**src/rtl/cnt_down_timer_pkg.sv**
```systemverilog
// Shared types and defaults for the loadable down-counting timer.
// State encoding is fixed so debug probes and checkers can decode state_o directly.
package cnt_down_timer_pkg;

  localparam int CNT_DEFAULT_WIDTH    = 4;
  localparam int CNT_DEFAULT_PRESCALE = 4;

  typedef enum logic [1:0] {
    CNT_ST_IDLE = 2'd0,
    CNT_ST_RUN  = 2'd1,
    CNT_ST_HOLD = 2'd2
  } cnt_state_e;

endpackage

```
**src/rtl/cnt_down_timer_if.sv**
```systemverilog
// Control/status bundle of the down-counting timer.
// Requests (start, abort) are single-cycle pulses and pause is a level; there is no
// back-pressure, so every request is taken on the edge where it is seen.
interface cnt_down_timer_if #(
  parameter int WIDTH = 4
);
  logic             start;
  logic [WIDTH-1:0] load_val;
  logic             auto_reload;
  logic             pause;
  logic             abort;
  logic [WIDTH-1:0] counter;
  logic             busy;
  logic             done;

  modport master (
    output start, load_val, auto_reload, pause, abort,
    input  counter, busy, done
  );

  modport slave (
    input  start, load_val, auto_reload, pause, abort,
    output counter, busy, done
  );
endinterface

```
**src/rtl/cnt_down_timer_prescale.sv**
```systemverilog
// Tick divider for the timer: one tick every PRESCALE enabled clocks.
// Holding en low freezes the phase; clr restarts it from zero.
module cnt_prescale #(
  parameter int PRESCALE = 4
) (
  input  logic clk,
  input  logic rst,
  input  logic clr,
  input  logic en,
  output logic tick
);
  localparam int            PW   = (PRESCALE > 2) ? $clog2(PRESCALE) : 1;
  localparam logic [PW-1:0] LAST = PW'(PRESCALE - 1);

  logic [PW-1:0] cnt_q, cnt_d;

  assign tick = en && (cnt_q == LAST);

  always_comb begin
    cnt_d = cnt_q;
    if (clr)     cnt_d = '0;
    else if (en) cnt_d = tick ? '0 : cnt_q + PW'(1);
  end

  always_ff @(posedge clk) begin
    if (rst) cnt_q <= '0;
    else     cnt_q <= cnt_d;
  end
endmodule

```
**src/rtl/cnt_down_timer.sv**
```systemverilog
// Loadable down-counting timer with pause, abort, restart and periodic auto-reload.
// Define CNT_PRESCALE_EN to decrement once every PRESCALE clocks instead of every clock.
module cnt_down_timer
  import cnt_down_timer_pkg::*;
#(
  parameter int WIDTH    = CNT_DEFAULT_WIDTH,
  parameter int PRESCALE = CNT_DEFAULT_PRESCALE
) (
  input  logic                      clk,
  input  logic                      rst,
  cnt_down_timer_if.slave           bus,
  output cnt_state_e                state_o
);
  cnt_state_e       state_q, state_d;
  logic [WIDTH-1:0] counter_q, counter_d;
  logic [WIDTH-1:0] reload_q, reload_d;
  logic             auto_q, auto_d;
  logic             done_q, done_d;
  logic             tick;
  logic             last;
  logic             load_zero;

  assign last      = (counter_q == WIDTH'(1));
  assign load_zero = (bus.load_val == '0);

`ifdef CNT_PRESCALE_EN
  cnt_prescale #(.PRESCALE(PRESCALE)) u_prescale (
    .clk  (clk),
    .rst  (rst),
    .clr  (bus.start | bus.abort),
    .en   ((state_q == CNT_ST_RUN) && !bus.pause && !bus.start && !bus.abort),
    .tick (tick)
  );
`else
  assign tick = 1'b1;
`endif

  always_ff @(posedge clk) begin
    if (rst) begin
      state_q   <= CNT_ST_IDLE;
      counter_q <= '0;
      reload_q  <= '0;
      auto_q    <= 1'b0;
      done_q    <= 1'b0;
    end else begin
      state_q   <= state_d;
      counter_q <= counter_d;
      reload_q  <= reload_d;
      auto_q    <= auto_d;
      done_q    <= done_d;
    end
  end

  // Priority: abort > start > pause > decrement.
  always_comb begin
    state_d = state_q;
    if (bus.abort) begin
      state_d = CNT_ST_IDLE;
    end else if (bus.start) begin
      state_d = load_zero ? CNT_ST_IDLE : CNT_ST_RUN;
    end else begin
      case (state_q)
        CNT_ST_RUN: begin
          if (bus.pause)                    state_d = CNT_ST_HOLD;
          else if (tick && last && !auto_q) state_d = CNT_ST_IDLE;
        end
        CNT_ST_HOLD: if (!bus.pause) state_d = CNT_ST_RUN;
        default: state_d = state_q;
      endcase
    end
  end

  // A zero load counts nothing and expires at once, also when it restarts a run.
  always_comb begin
    counter_d = counter_q;
    reload_d  = reload_q;
    auto_d    = auto_q;
    done_d    = 1'b0;
    if (bus.abort) begin
      counter_d = '0;
    end else if (bus.start) begin
      if (load_zero) begin
        counter_d = '0;
        done_d    = 1'b1;
      end else begin
        counter_d = bus.load_val;
        reload_d  = bus.load_val;
        auto_d    = bus.auto_reload;
      end
    end else if ((state_q == CNT_ST_RUN) && !bus.pause && tick) begin
      if (last) begin
        done_d    = 1'b1;
        counter_d = auto_q ? reload_q : '0;
      end else begin
        counter_d = counter_q - WIDTH'(1);
      end
    end
  end

  assign bus.counter = counter_q;
  assign bus.busy    = (state_q != CNT_ST_IDLE);
  assign bus.done    = done_q;
  assign state_o     = state_q;
endmodule

```
**src/flat_wrapper.sv**
```systemverilog
// flat-port wrapper written by rule: the top's interface ports become plain ports
module cnt_down_timer_flat import cnt_down_timer_pkg::*;
#(
  parameter int WIDTH    = CNT_DEFAULT_WIDTH,
  parameter int PRESCALE = CNT_DEFAULT_PRESCALE
)
  (clk, rst, state_o, bus_start, bus_load_val, bus_auto_reload, bus_pause, bus_abort, bus_counter, bus_busy, bus_done);
  cnt_down_timer_if #(.WIDTH(WIDTH)) bus_i ();
  input  logic clk;
  input  logic rst;
  output cnt_state_e state_o;
  input wire logic [$bits(bus_i.start)-1:0] bus_start;
  input wire logic [$bits(bus_i.load_val)-1:0] bus_load_val;
  input wire logic [$bits(bus_i.auto_reload)-1:0] bus_auto_reload;
  input wire logic [$bits(bus_i.pause)-1:0] bus_pause;
  input wire logic [$bits(bus_i.abort)-1:0] bus_abort;
  output wire logic [$bits(bus_i.counter)-1:0] bus_counter;
  output wire logic [$bits(bus_i.busy)-1:0] bus_busy;
  output wire logic [$bits(bus_i.done)-1:0] bus_done;
  assign bus_i.start = bus_start;
  assign bus_i.load_val = bus_load_val;
  assign bus_i.auto_reload = bus_auto_reload;
  assign bus_i.pause = bus_pause;
  assign bus_i.abort = bus_abort;
  assign bus_counter = bus_i.counter;
  assign bus_busy = bus_i.busy;
  assign bus_done = bus_i.done;
  cnt_down_timer #(.WIDTH(WIDTH), .PRESCALE(PRESCALE)) u_core (.clk(clk), .rst(rst), .bus(bus_i), .state_o(state_o));
endmodule
```
**config.mk**
```make
export PLATFORM = sky130hd
export DESIGN_NAME = cnt_down_timer_flat
export DESIGN_NICKNAME = d
export VERILOG_FILES = /design/src/rtl/cnt_down_timer_pkg.sv /design/src/rtl/cnt_down_timer_if.sv /design/src/rtl/cnt_down_timer_prescale.sv /design/src/rtl/cnt_down_timer.sv /design/src/flat_wrapper.sv
export SDC_FILE = /design/constraint.sdc
export NUM_CORES = 1
export LEC_CHECK = 0
export BUFFER_PORTS_ARGS = -buffer_cell sky130_fd_sc_hd__clkbuf_2
export CAP_MARGIN = 5
export CORE_MARGIN = 2
export CORE_UTILIZATION = 44
export DETAILED_ROUTE_END_ITERATION = 8
export PLACE_DENSITY = 0.75
export SYNTH_ARGS = -nofsm -noshare
export SYNTH_HDL_FRONTEND = slang
export SYNTH_SLANG_ARGS = --single-unit
```
**constraint.sdc**
```tcl
create_clock -name clk -period 1.55 [get_ports clk]
set_clock_uncertainty 0.15 [all_clocks]
set_input_delay 0.3875 -clock clk [delete_from_list [all_inputs] [get_ports clk]]
set_output_delay 0.3875 -clock clk [all_outputs]
set_load 0.02 [all_outputs]
```
* After elaboration in Yosys (flattened, before gate mapping)
Cells that the tools add are included.
** Word-level totals
- Input bits :: 10
- Flip-flop bits (word level) :: 12
- Logic and storage cells :: 39
** Operators by class
- Add/subtract/negate cells :: 1
- Bitwise operators :: 2
- Equal/unequal tests :: 5
- Muxes and demuxes :: 15
- Reductions and logical operators :: 11
** Operator list (count)
- $mux W4 :: 5
- $mux W2 :: 4
- $reduce_and A3 Y1 :: 2
- $mux W1 :: 5
- $eq A4 B1 Y1 const B :: 1
- $logic_not A4 Y1 :: 1
- $ne A4 B3 Y1 const B :: 1
- $pmux W2 S2 :: 1
- $reduce_bool A2 Y1 :: 2
- $sub A4 B1 Y4 const B :: 1
- $ne A3 B3 Y1 const B :: 1
- $reduce_bool A3 Y1 :: 1
- $eq A2 B1 Y1 const B :: 1
- $eq A2 B2 Y1 const B :: 1
- $logic_and A1 B1 Y1 :: 2
- $logic_not A1 Y1 :: 2
- $not A1 Y1 :: 2
- $reduce_or A2 Y1 :: 1

* Longest topological paths before layout
Gate-level depths: netlist of the first run.
- Depth after elaboration :: 6
- Depth in mapped cells :: 6
- Mapped depth without buffers :: 6

* Least setup slack after synthesis of the first run
Ideal clock, no wire load.
- Path type :: reg-to-reg
- From :: register u_core.counter_q[0] (netlist: u_core.bus.counter[0])
- To :: register u_core.done_q (netlist: u_core.bus.done)
- Arrival time :: 1.554 ns
- Period minus slack after synthesis :: 1.774 ns
- Data required time :: 1.330 ns
- Path buffers :: 0
- Stages on the path, launching flop included :: 6
- Path slack :: -0.224 ns
- Cells stage by stage :: dfxtp_1 ha_1 inv_1 or3_1 or3_1 a21oi_1
** On the way
- Longest elaborated chain between the ends :: 4
** Ends and longest elaborated chain
- start, declared :: line cnt_down_timer.sv:15 : logic [WIDTH-1:0] counter_q, counter_d;
- start signal, assigned :: line cnt_down_timer.sv:47 : counter_q <= counter_d;
- $eq A4 B1 Y1 :: line cnt_down_timer.sv:23 : assign last = (counter_q == WIDTH'(1));
- $mux W1 :: line cnt_down_timer.sv:91 : if (last) begin
- $mux W1 :: line cnt_down_timer.sv:90 : end else if ((state_q == CNT_ST_RUN) && !bus.pause && tick) begin
- $mux W1 :: line cnt_down_timer.sv:81 : end else if (bus.start) begin
- end signal, assigned :: line cnt_down_timer.sv:50 : done_q <= done_d;
- end, declared :: line cnt_down_timer.sv:18 : logic done_q, done_d;
No other way between the ends.
A chain may end at the register's enable or synchronous reset.

* Final worst setup path of the first run
- From :: register u_core.state_q[1] (netlist: u_core.state_o[1])
- To :: output port bus_busy
** On the way
- Longest elaborated chain between the ends :: 1
** Ends and longest elaborated chain
- start, declared :: line cnt_down_timer.sv:14 : cnt_state_e state_q, state_d;
- start signal, assigned :: line cnt_down_timer.sv:46 : state_q <= state_d;
- $reduce_bool A2 Y1 :: line cnt_down_timer.sv:101 : assign bus.busy = (state_q != CNT_ST_IDLE);
- end, declared :: line flat_wrapper.sv:18 : output wire logic [$bits(bus_i.busy)-1:0] bus_busy;
No other way between the ends.

==> results_dict.tcl, run 1 <==
set metrics [dict create \
    utilization 0.770 \
    grt_pass1_wl_um 3210 \
    wl_per_cell_um 15.4 \
    die_h_um 42.5 \
    ios 18 \
    hold_buffers 0 \
    syn2layout_area_growth_pct 59.5 \
    violations "setup timing" \
    syn_avg_cell_area_sq_um 7.95 \
    setup_violations 3 \
    cts_buffer_depth 2 \
    max_cap_violations 0 \
    critPathLaunchType "register" \
    drc 0 \
    rsz0062_at_grt "true" \
    initialDrtViolationCount 21 \
    die-area_sq_mm 0.00181 \
    fill_cells 100 \
    gr-total-overflow 0 \
    synth-compound-area-share 0.257 \
    period_needed_ns 1.64 \
    synth_xor_area_frac 0 \
    finalCritPeriodShare 1.06 \
    rr_worst_depth 6 \
    synth_top_family_by_area "simple AND/OR/NAND/NOR gates" \
    place_hpwl_um 1330 \
    yosysWarnings 0 \
    synthMuxAreaShare 0 \
    end_kind "output port" \
    gp_congestion 0.777 \
    ir_worst_vdd_mv 0.604 \
    layout-drive-gt1-share 0.496 \
    r2r-start "u_core.bus.counter[1]" \
    crit_fanout 2 \
    first_pass_iters 4 \
    grtUsageTotal 0.240 \
    p_per_area_mw_per_mm2 708 \
    fmax_mhz 609 \
    via_count 764 \
    setup_tns_ns -0.178 \
    synth_seq_area_share 0.369 \
    avgViaCountPerCell 5.70 \
    syn_inst 82 \
    core_sq_mm 0.00135 \
    clkTransAtPathRegs_ns 0.08 \
    p_leak_uw 0.000428 \
    clk_latency_ns 0.28 \
    dieWidth_um 42.5 \
    hp-class "in2reg" \
    ys_ff_latch 12 \
    grt_pass1_vias 740 \
    critPathLaunch "u_core.state_o[1]" \
    holdWs_ns 0.169 \
    cts.sinks 12 \
    synth_fa_ha_area_frac 0.0384 \
    h-tree-depth 1 \
    r2r-end "u_core.bus.done" \
    slew_violations 0 \
    nets 132 \
    r2r_slack_ns -0.06 \
    antenna_found_initial 0 \
    outcome "complete, but fails checks" \
    cts_tree "yes" \
    slew_headroom 0.775 \
    cts_buffers 3 \
    ant_nets 0 \
    rows 13 \
    synth_area_sq_um 652 \
    antenna_cells 0 \
    numPortBuffers 17 \
    crit_arrival_ns 1.11 \
    crit_type "reg2out" \
    cts_root_buffer "clkbuf_4" \
    synth.net_count 94 \
    grt_max_degree 9 \
    worst_pin_slew_ns 0.334 \
    yosys.cell_types.count 28 \
    setup_ws_ns -0.0927 \
    endpoint "bus_busy" \
    drt-total-wl_um 2070 \
    hold_violations 0 \
    worstPathRequired_ns 1.01 \
    synthSimpleGateAreaFrac 0.294 \
    start_util 0.483 \
]
==> cell usage after synthesis <==
library cell / instances / share of area
buf_2: 1 / 0.0077
nor3_1: 2 / 0.015
clkbuf_1: 2 / 0.012
dfxtp_1: 12 / 0.37
or2_1: 1 / 0.0096
nand2_1: 12 / 0.069
a221oi_2: 1 / 0.023
a21oi_1: 11 / 0.084
o21ai_1: 1 / 0.0077
or3b_1: 1 / 0.013
and3_1: 2 / 0.019
o31ai_1: 3 / 0.035
or3_1: 2 / 0.019
inv_1: 4 / 0.023
or2_2: 1 / 0.0096
a211o_1: 1 / 0.013
a221oi_1: 1 / 0.013
nor3b_1: 3 / 0.035
a2111oi_2: 1 / 0.023
a211oi_1: 1 / 0.012
nand2b_1: 2 / 0.019
nor2b_1: 3 / 0.029
ha_1: 2 / 0.038
nor4_1: 2 / 0.019
o21ai_0: 3 / 0.023
a22oi_1: 2 / 0.023
nand4b_1: 1 / 0.013
nor2_1: 4 / 0.023
==> layer usage <==
metal  vias to the layer above  wire, um  track usage
met5                         -         0            0
met4                         0        38        0.106
met3                         6       126       0.0948
met2                        33      1060        0.400
met1                       356       843        0.268
li1                        369         -            -
==> sequential cells by signal, summed over array words and instances (netlist names) <==
register and flops:
u_core.auto_q 1, u_core.bus.counter 4, u_core.bus.done 1, u_core.reload_q 4
u_core.state_o 2
==> critical path, cell delays in order (launching register included) <==
cell and delay [ns]:
dfxtp_4 0.36, buf_6 0.11, or2_4 0.22, buf_8 0.13
==> cell families (layout without fill, tap and decap cells) <==
logic type                 Yosys count  after routing
adders and majority gates            2              2
AOI/OAI and AO/OA                   25             25
DFF                                 12             12
and+or+nand+nor                     36             36
buffers and inverters                7             44
==> final cells by class <==
cell class | count | area [sq um] | area share
inverters | 4 | 17.5 | 0.0168
flip-flops and latches | 12 | 260 | 0.250
repair buffers | 36 | 262 | 0.252
well taps | 15 | 18.8 | 0.0181
clock buffers | 4 | 36.3 | 0.0349
multi-input cells | 63 | 445 | 0.428
==> layout by cell type (no fill, tap or decap), types with 2 or more instances in the layout <==
cell,synthesis,layout
a21oi_1,11,11
a22oi_1,2,2
and3_1,2,2
buf_4,0,16
buf_6,0,5
clkbuf_2,0,13
clkbuf_4,0,3
dfxtp_1,12,6
dfxtp_4,0,5
inv_2,0,2
nand2_1,12,12
nand2b_1,2,2
nor2_1,4,4
nor2b_1,3,3
nor3b_1,3,2
nor4_1,2,2
o21ai_0,3,3
o31ai_2,0,2
==> metrics by stage <==
stage                     instance area [sq um]  std cells  worst slack, ns  power [uW]
after floorplan                             701         82          -0.0106         397
after global placement                      906        127           -0.115         454
after detailed placement                    906        127           -0.130         458
after CTS                                   980        132           -0.105         725
after global routing                       1040        134           -0.133         783
final                                      1040        134          -0.0927         736
==> worst min-delay path by stage <==
| stage | from | to | slack, ns | cells past startpoint |
|---|---|---|---|---|
| 2_1_floorplan | u_core.reload_q[0] | u_core.reload_q[0] | 0.28 | 2 |
| 3_3_place_gp | u_core.reload_q[2] | u_core.reload_q[2] | 0.29 | 2 |
| 3_5_place_dp | u_core.reload_q[2] | u_core.reload_q[2] | 0.30 | 2 |
| 4_1_cts | bus_auto_reload | u_core.auto_q | 0.17 | 3 |
| 5_1_grt | bus_auto_reload | u_core.auto_q | 0.17 | 3 |
| 6_report | bus_auto_reload | u_core.auto_q | 0.17 | 3 |
==> report_power, final <==
group	total, uW	switching, uW	internal, uW
sequential	326	11.8	314
combinational	148	77.6	70.7
clock	262	118	143
total	736	208	528
==> timing repair <==
item                                    CTS  global route
setup buffers                             2             2
pin swaps                                 2             1
gates resized for setup                   9            17
endpoints found under the setup margin    5            10
No activity file was read; power rests on OpenSTA's default activity.
==> run 2, diff against run 1 <==
--- a/config.mk
+++ b/config.mk
@@ -10,6 +10,7 @@
 export CORE_MARGIN = 2
 export CORE_UTILIZATION = 44
 export DETAILED_ROUTE_END_ITERATION = 8
+export GPL_TIMING_DRIVEN = 0
 export PLACE_DENSITY = 0.75
 export SYNTH_ARGS = -nofsm -noshare
 export SYNTH_HDL_FRONTEND = slang
==> run 2 against run 1 <==
Worst setup slack better by 0.082 ns. Final cell count is 9.0% lower. The flow still finishes with violations (setup timing). Sequential power is 1% higher. Largest cell class unchanged. Flip-flop and latch count stayed put. Core utilization is 11 points lower. Critical path depth is 3 higher. Global-route usage is 6.5 points lower. Highest routed layer unchanged. Final area is 14% lower. Combinational power is 23% lower.
==> results_dict.tcl, run 2 (synthesized netlist as in run 1, its figures left out) <==
set metrics [dict create \
    post_dp_cell_area_sq_um 805 \
    slew_violations 0 \
    avgViaCountPerCell 5.37 \
    core_sq_mm 0.00135 \
    grt_pass1_vias 575 \
    numPortBuffers 17 \
    max_cap_violations 0 \
    grtUsageTotal 0.175 \
    critPathLaunch "u_core.bus.counter[1]" \
    cts_tree "yes" \
    first_pass_iters 4 \
    worst_pin_slew_ns 0.537 \
    antenna_cells 0 \
    cts_buffers 3 \
    drc 0 \
    fmax_mhz 641 \
    worstPathRequired_ns 1.61 \
    path_delay_family "simple AND/OR/NAND/NOR gates" \
    critPathSlowestCell "dfxtp_4" \
    design_area_sq_um 893 \
    grt.met3_usage 0.0302 \
    r2r-start "u_core.bus.counter[1]" \
    clk_latency_ns 0.27 \
    gp_congestion 0.771 \
    outcome "complete, but fails checks" \
    mostFrequentLayoutCells "clkbuf_2 (16), nand2_1 (12), a21oi_1 (10), dfxtp_1 (6), buf_4 (5)" \
    setup_tns_ns -0.0109 \
    setup_ws_ns -0.0103 \
    die-area_sq_mm 0.00181 \
    dieWidth_um 42.5 \
    crit_fanout 4 \
    cts_root_buffer "clkbuf_4" \
    via_count 655 \
    ir_worst_vdd_mv 0.556 \
    slowest_delay_ns 0.35 \
    power_uw 631 \
    p_leak_uw 0.000351 \
    finalCritPeriodShare 1.01 \
    hp-start "bus_auto_reload" \
    hold_buffers 0 \
    setup_violations 2 \
    critPathLaunchType "register" \
    slew_headroom 0.639 \
    cts_buffer_depth 2 \
    antenna_found_initial 0 \
    hp-class "in2reg" \
    crit_arrival_ns 1.62 \
    grt_max_degree 11 \
    hold_violations 0 \
    busiest_layer "met2" \
    die_h_um 42.5 \
    nets 121 \
    clkTransAtPathRegs_ns 0.07 \
    h-tree-depth 1 \
    period_needed_ns 1.56 \
    wl_per_cell_um 12.6 \
    grt_pass1_wl_um 2480 \
    layout_commonest_cell "clkbuf_2" \
    drt-total-wl_um 1540 \
    cp.buffers_inverters 2 \
    use_met1 0.241 \
    layout-drive-gt1-share 0.383 \
    cp_cell_sequence "inv_4 > ha_4 > inv_2 > or3_4 > or3_1 > a21oi_2" \
    rows 13 \
    ant_nets 0 \
    grtUsageMet2 0.280 \
    holdWs_ns 0.180 \
    place_hpwl_um 1120 \
    utilization 0.662 \
    gr-total-overflow 0 \
    syn2layout_area_growth_pct 37.0 \
    end_kind "register" \
    initialDrtViolationCount 15 \
    ios 18 \
    start_util 0.483 \
    p_per_area_mw_per_mm2 706 \
    cts.sinks 12 \
    rsz0062_at_grt "true" \
    crit_type "reg2reg" \
    violations "setup timing" \
]
run 2: cell types whose count changed in the layout (fill, tap and decap cells not counted), sizes merged:
cell	previous run	this run
buf	23	7
clkbuf	17	21
run 2: area by class of cell:
| cell class | count | area (sq um) |
|---|---|---|
| Inverter | 4 | 17.5 |
| Timing Repair Buffer | 22 | 133 |
| Clock buffer | 3 | 22.5 |
| Tap cell | 15 | 18.8 |
| Fill cell | 118 | 457 |
| Multi-Input combinational cell | 63 | 425 |
| Sequential cell | 12 | 258 |
| Buffer | 3 | 18.8 |
run 2: metrics by stage:
| step | cells | setup WS, ns |
|---|---|---|
| 5_1_grt | 122 | -0.0544 |
| 3_5_place_dp | 114 | -0.163 |
| 6_report | 122 | -0.0103 |
| 2_1_floorplan | 82 | -0.0106 |
| 3_3_place_gp | 114 | -0.225 |
| 4_1_cts | 118 | -0.0628 |
run 2: repair_timing:
item / in CTS / in global routing
gates resized for setup: 6 / 4
pin swaps: 0 / 2
cloned: 0 / 0
buffers inserted: 1 / 4
endpoints found under the setup margin: 4 / 8
run 2: metal layers:
layer / wire (um) / vias up
met3: 63 / 2
li1: - / 347
met2: 689 / 16
met1: 771 / 290
met4: 14 / 0
met5: 0 / -
run 2: final timing paths:
kind	slack [ns]	cells after the start	to
hold reg to reg	0.31	2	u_core.reload_q[0]
setup reg to reg	-0.01	6	u_core.bus.done
hold / removal	0.18	3	u_core.auto_q
setup / recovery	-0.01	6	u_core.bus.done
run 2: report_power, final:
group	internal, uW	leakage, uW	switching [uW]
Clock	89.9	0.0000138	97.3
Combinational	51.0	0.000235	62.9
Sequential	316	0.000102	13.9
Total	457	0.000351	174
run 2: tightest hold or removal path, stage by stage:
cell and delay, ns:
clkbuf_2 0.08, nand2_1 0.04, a21oi_1 0.05
==> run 3, diff against run 2 <==
--- a/config.mk
+++ b/config.mk
@@ -12,6 +12,7 @@
 export DETAILED_ROUTE_END_ITERATION = 8
 export GPL_TIMING_DRIVEN = 0
 export PLACE_DENSITY = 0.75
+export SETUP_SLACK_MARGIN = 0.15
 export SYNTH_ARGS = -nofsm -noshare
 export SYNTH_HDL_FRONTEND = slang
 export SYNTH_SLANG_ARGS = --single-unit
==> run 3 against run 2 <==
The run still ends with setup timing left. Largest power group unchanged. Non-clock buffer count is 5 higher. Largest cell class unchanged. Critical path type unchanged. Clock power hardly changed. Routed wire length is 23% higher.
==> results_dict.tcl, run 3 (synthesized netlist as in run 1, its figures left out) <==
set metrics [dict create \
    layout_commonest_cell "nand2_1" \
    period_needed_ns 1.64 \
    numPortBuffers 17 \
    worst_pin_slew_ns 0.510 \
    regArea_sq_um 263 \
    outcome "complete, but fails checks" \
    core_sq_mm 0.00135 \
    holdWs_ns 0.189 \
    r2r-start "u_core.bus.counter[1]" \
    drc 0 \
    rsz0062_at_grt "true" \
    h-tree-depth 1 \
    power.internal_uw 467 \
    multi_input_area_sq_um 462 \
    cts.sinks 12 \
    hp-class "in2reg" \
    fmax_mhz 609 \
    ant_nets 0 \
    max_cap_violations 0 \
    ir_worst_vdd_mv 0.470 \
    dpl.cell_count 114 \
    comb_power_share 0.208 \
    worstPathRequired_ns 1.60 \
    clk_latency_ns 0.26 \
    die_h_um 42.5 \
    fill_cells 110 \
    nets 126 \
    hold_buffers 0 \
    crit_type "reg2reg" \
    die-area_sq_mm 0.00181 \
    worst-path-stages 6 \
    cts_root_buffer "clkbuf_4" \
    crit_fanout 2 \
    grt_pass1_vias 659 \
    cts_buffers 3 \
    syn2layout_area_growth_pct 56.2 \
    p_leak_uw 0.000389 \
    rr_worst_depth 6 \
    switchingPower_uw 185 \
    pwr-share-clk 0.288 \
    cts_tree "yes" \
    rows 13 \
    antenna_cells 0 \
    layout-drive-gt1-share 0.446 \
    critPathLaunch "u_core.bus.counter[1]" \
    grtUsageTotal 0.213 \
    instances_no_fill 127 \
    start_util 0.483 \
    slew_headroom 0.660 \
    finalCritPeriodShare 1.06 \
    endpoint "u_core.bus.done" \
    gp_congestion 0.722 \
    hold_violations 0 \
    gr-total-overflow 0 \
    critPathLaunchType "register" \
    r2r-end "u_core.bus.done" \
    grt_max_degree 11 \
    cp.buffers_inverters 2 \
    end_kind "register" \
    r2r_slack_ns -0.09 \
    cpMostUsedCell "or3_4" \
    cts_buffer_depth 2 \
    mostFrequentLayoutCells "nand2_1 (12), clkbuf_2 (11), a21oi_1 (10), buf_4 (9)" \
    grt_pass1_wl_um 2950 \
    place_hpwl_um 1150 \
    drt-total-wl_um 1900 \
    dieWidth_um 42.5 \
    p_seq_frac 0.504 \
    ios 18 \
    p_sw_frac 0.284 \
    slew_violations 0 \
    slowest_delay_ns 0.38 \
    cp_cell_sequence "inv_4 > ha_4 > inv_2 > or3_4 > or3_4 > a21oi_2" \
    antenna_found_initial 0 \
    p_per_area_mw_per_mm2 640 \
    setup_violations 4 \
    path_delay_family "simple AND/OR/NAND/NOR gates" \
    clkTransAtPathRegs_ns 0.07 \
    hp-start "bus_auto_reload" \
    critPathSlowestCell "or3_4" \
    via_count 738 \
    wl_per_cell_um 15.0 \
    setup_ws_ns -0.0933 \
    avgViaCountPerCell 5.81 \
    first_pass_iters 4 \
    violations "setup timing" \
    crit_arrival_ns 1.69 \
    initialDrtViolationCount 12 \
]
run 3: cell types whose count changed in the layout (fill, tap and decap cells not counted), moves of 2 or more:
cell / change
dfxtp_2: -2
dfxtp_4: +2
buf_6: +3
buf_8: +3
buf_4: +4
clkbuf_2: -5
run 3: worst min-delay path, cell delays in order:
cell,delay [ns]
clkbuf_2,0.08
nand2_1,0.04
a21oi_1,0.05
run 3: per-stage QoR:
stage / TNS, ns / utilization / total power [uW] / area [sq um] / worst slack (ns)
after floorplan: -0.00989 / - / 398 / 712 / -0.00989
after global placement: -0.919 / 0.604 / 436 / 816 / -0.159
after detailed placement: -0.995 / 0.604 / 438 / 816 / -0.174
after CTS: -0.118 / 0.702 / 643 / 947 / -0.0582
after global routing: -0.429 / 0.754 / 684 / 1020 / -0.119
final: -0.200 / 0.754 / 652 / 1020 / -0.0933
run 3: area by class of cell:
cell class | count | area share
repair buffers | 27 | 0.213
inverters | 4 | 0.0172
plain buffers | 3 | 0.0184
well taps | 15 | 0.0184
flip-flops and latches | 12 | 0.258
multi-input cells | 63 | 0.453
clock buffers | 3 | 0.0221
run 3: power by group through the flow:
stage,clock network [uW],logic (uW),registers [uW]
6_report,188,136,329
4_1_cts,194,120,329
2_1_floorplan,0,57.8,340
3_5_place_dp,0,101,337
3_3_place_gp,0,100,336
5_1_grt,208,146,330
run 3: worst min-delay path by stage:
stage / endpoint / slack [ns] / depth (start not counted)
final: u_core.auto_q / 0.19 / 3
after global routing: u_core.auto_q / 0.19 / 3
after CTS: u_core.auto_q / 0.19 / 3
after detailed placement: u_core.reload_q[0] / 0.30 / 2
after global placement: u_core.reload_q[0] / 0.29 / 2
after floorplan: u_core.reload_q[0] / 0.28 / 2
run 3: layer usage:
layer  up-vias  part of all wire  GRT usage
met2        37              0.48      0.351
met4         0             0.032     0.0938
li1        357                 -          -
met5         -                 0          0
met1       336              0.42      0.272
met3         8             0.070     0.0302
run 3: repair_timing:
item / CTS / global route
buffers inserted: 7 / 3
gates resized for setup: 14 / 17
endpoints found under the setup margin: 9 / 14
pin swaps: 6 / 5
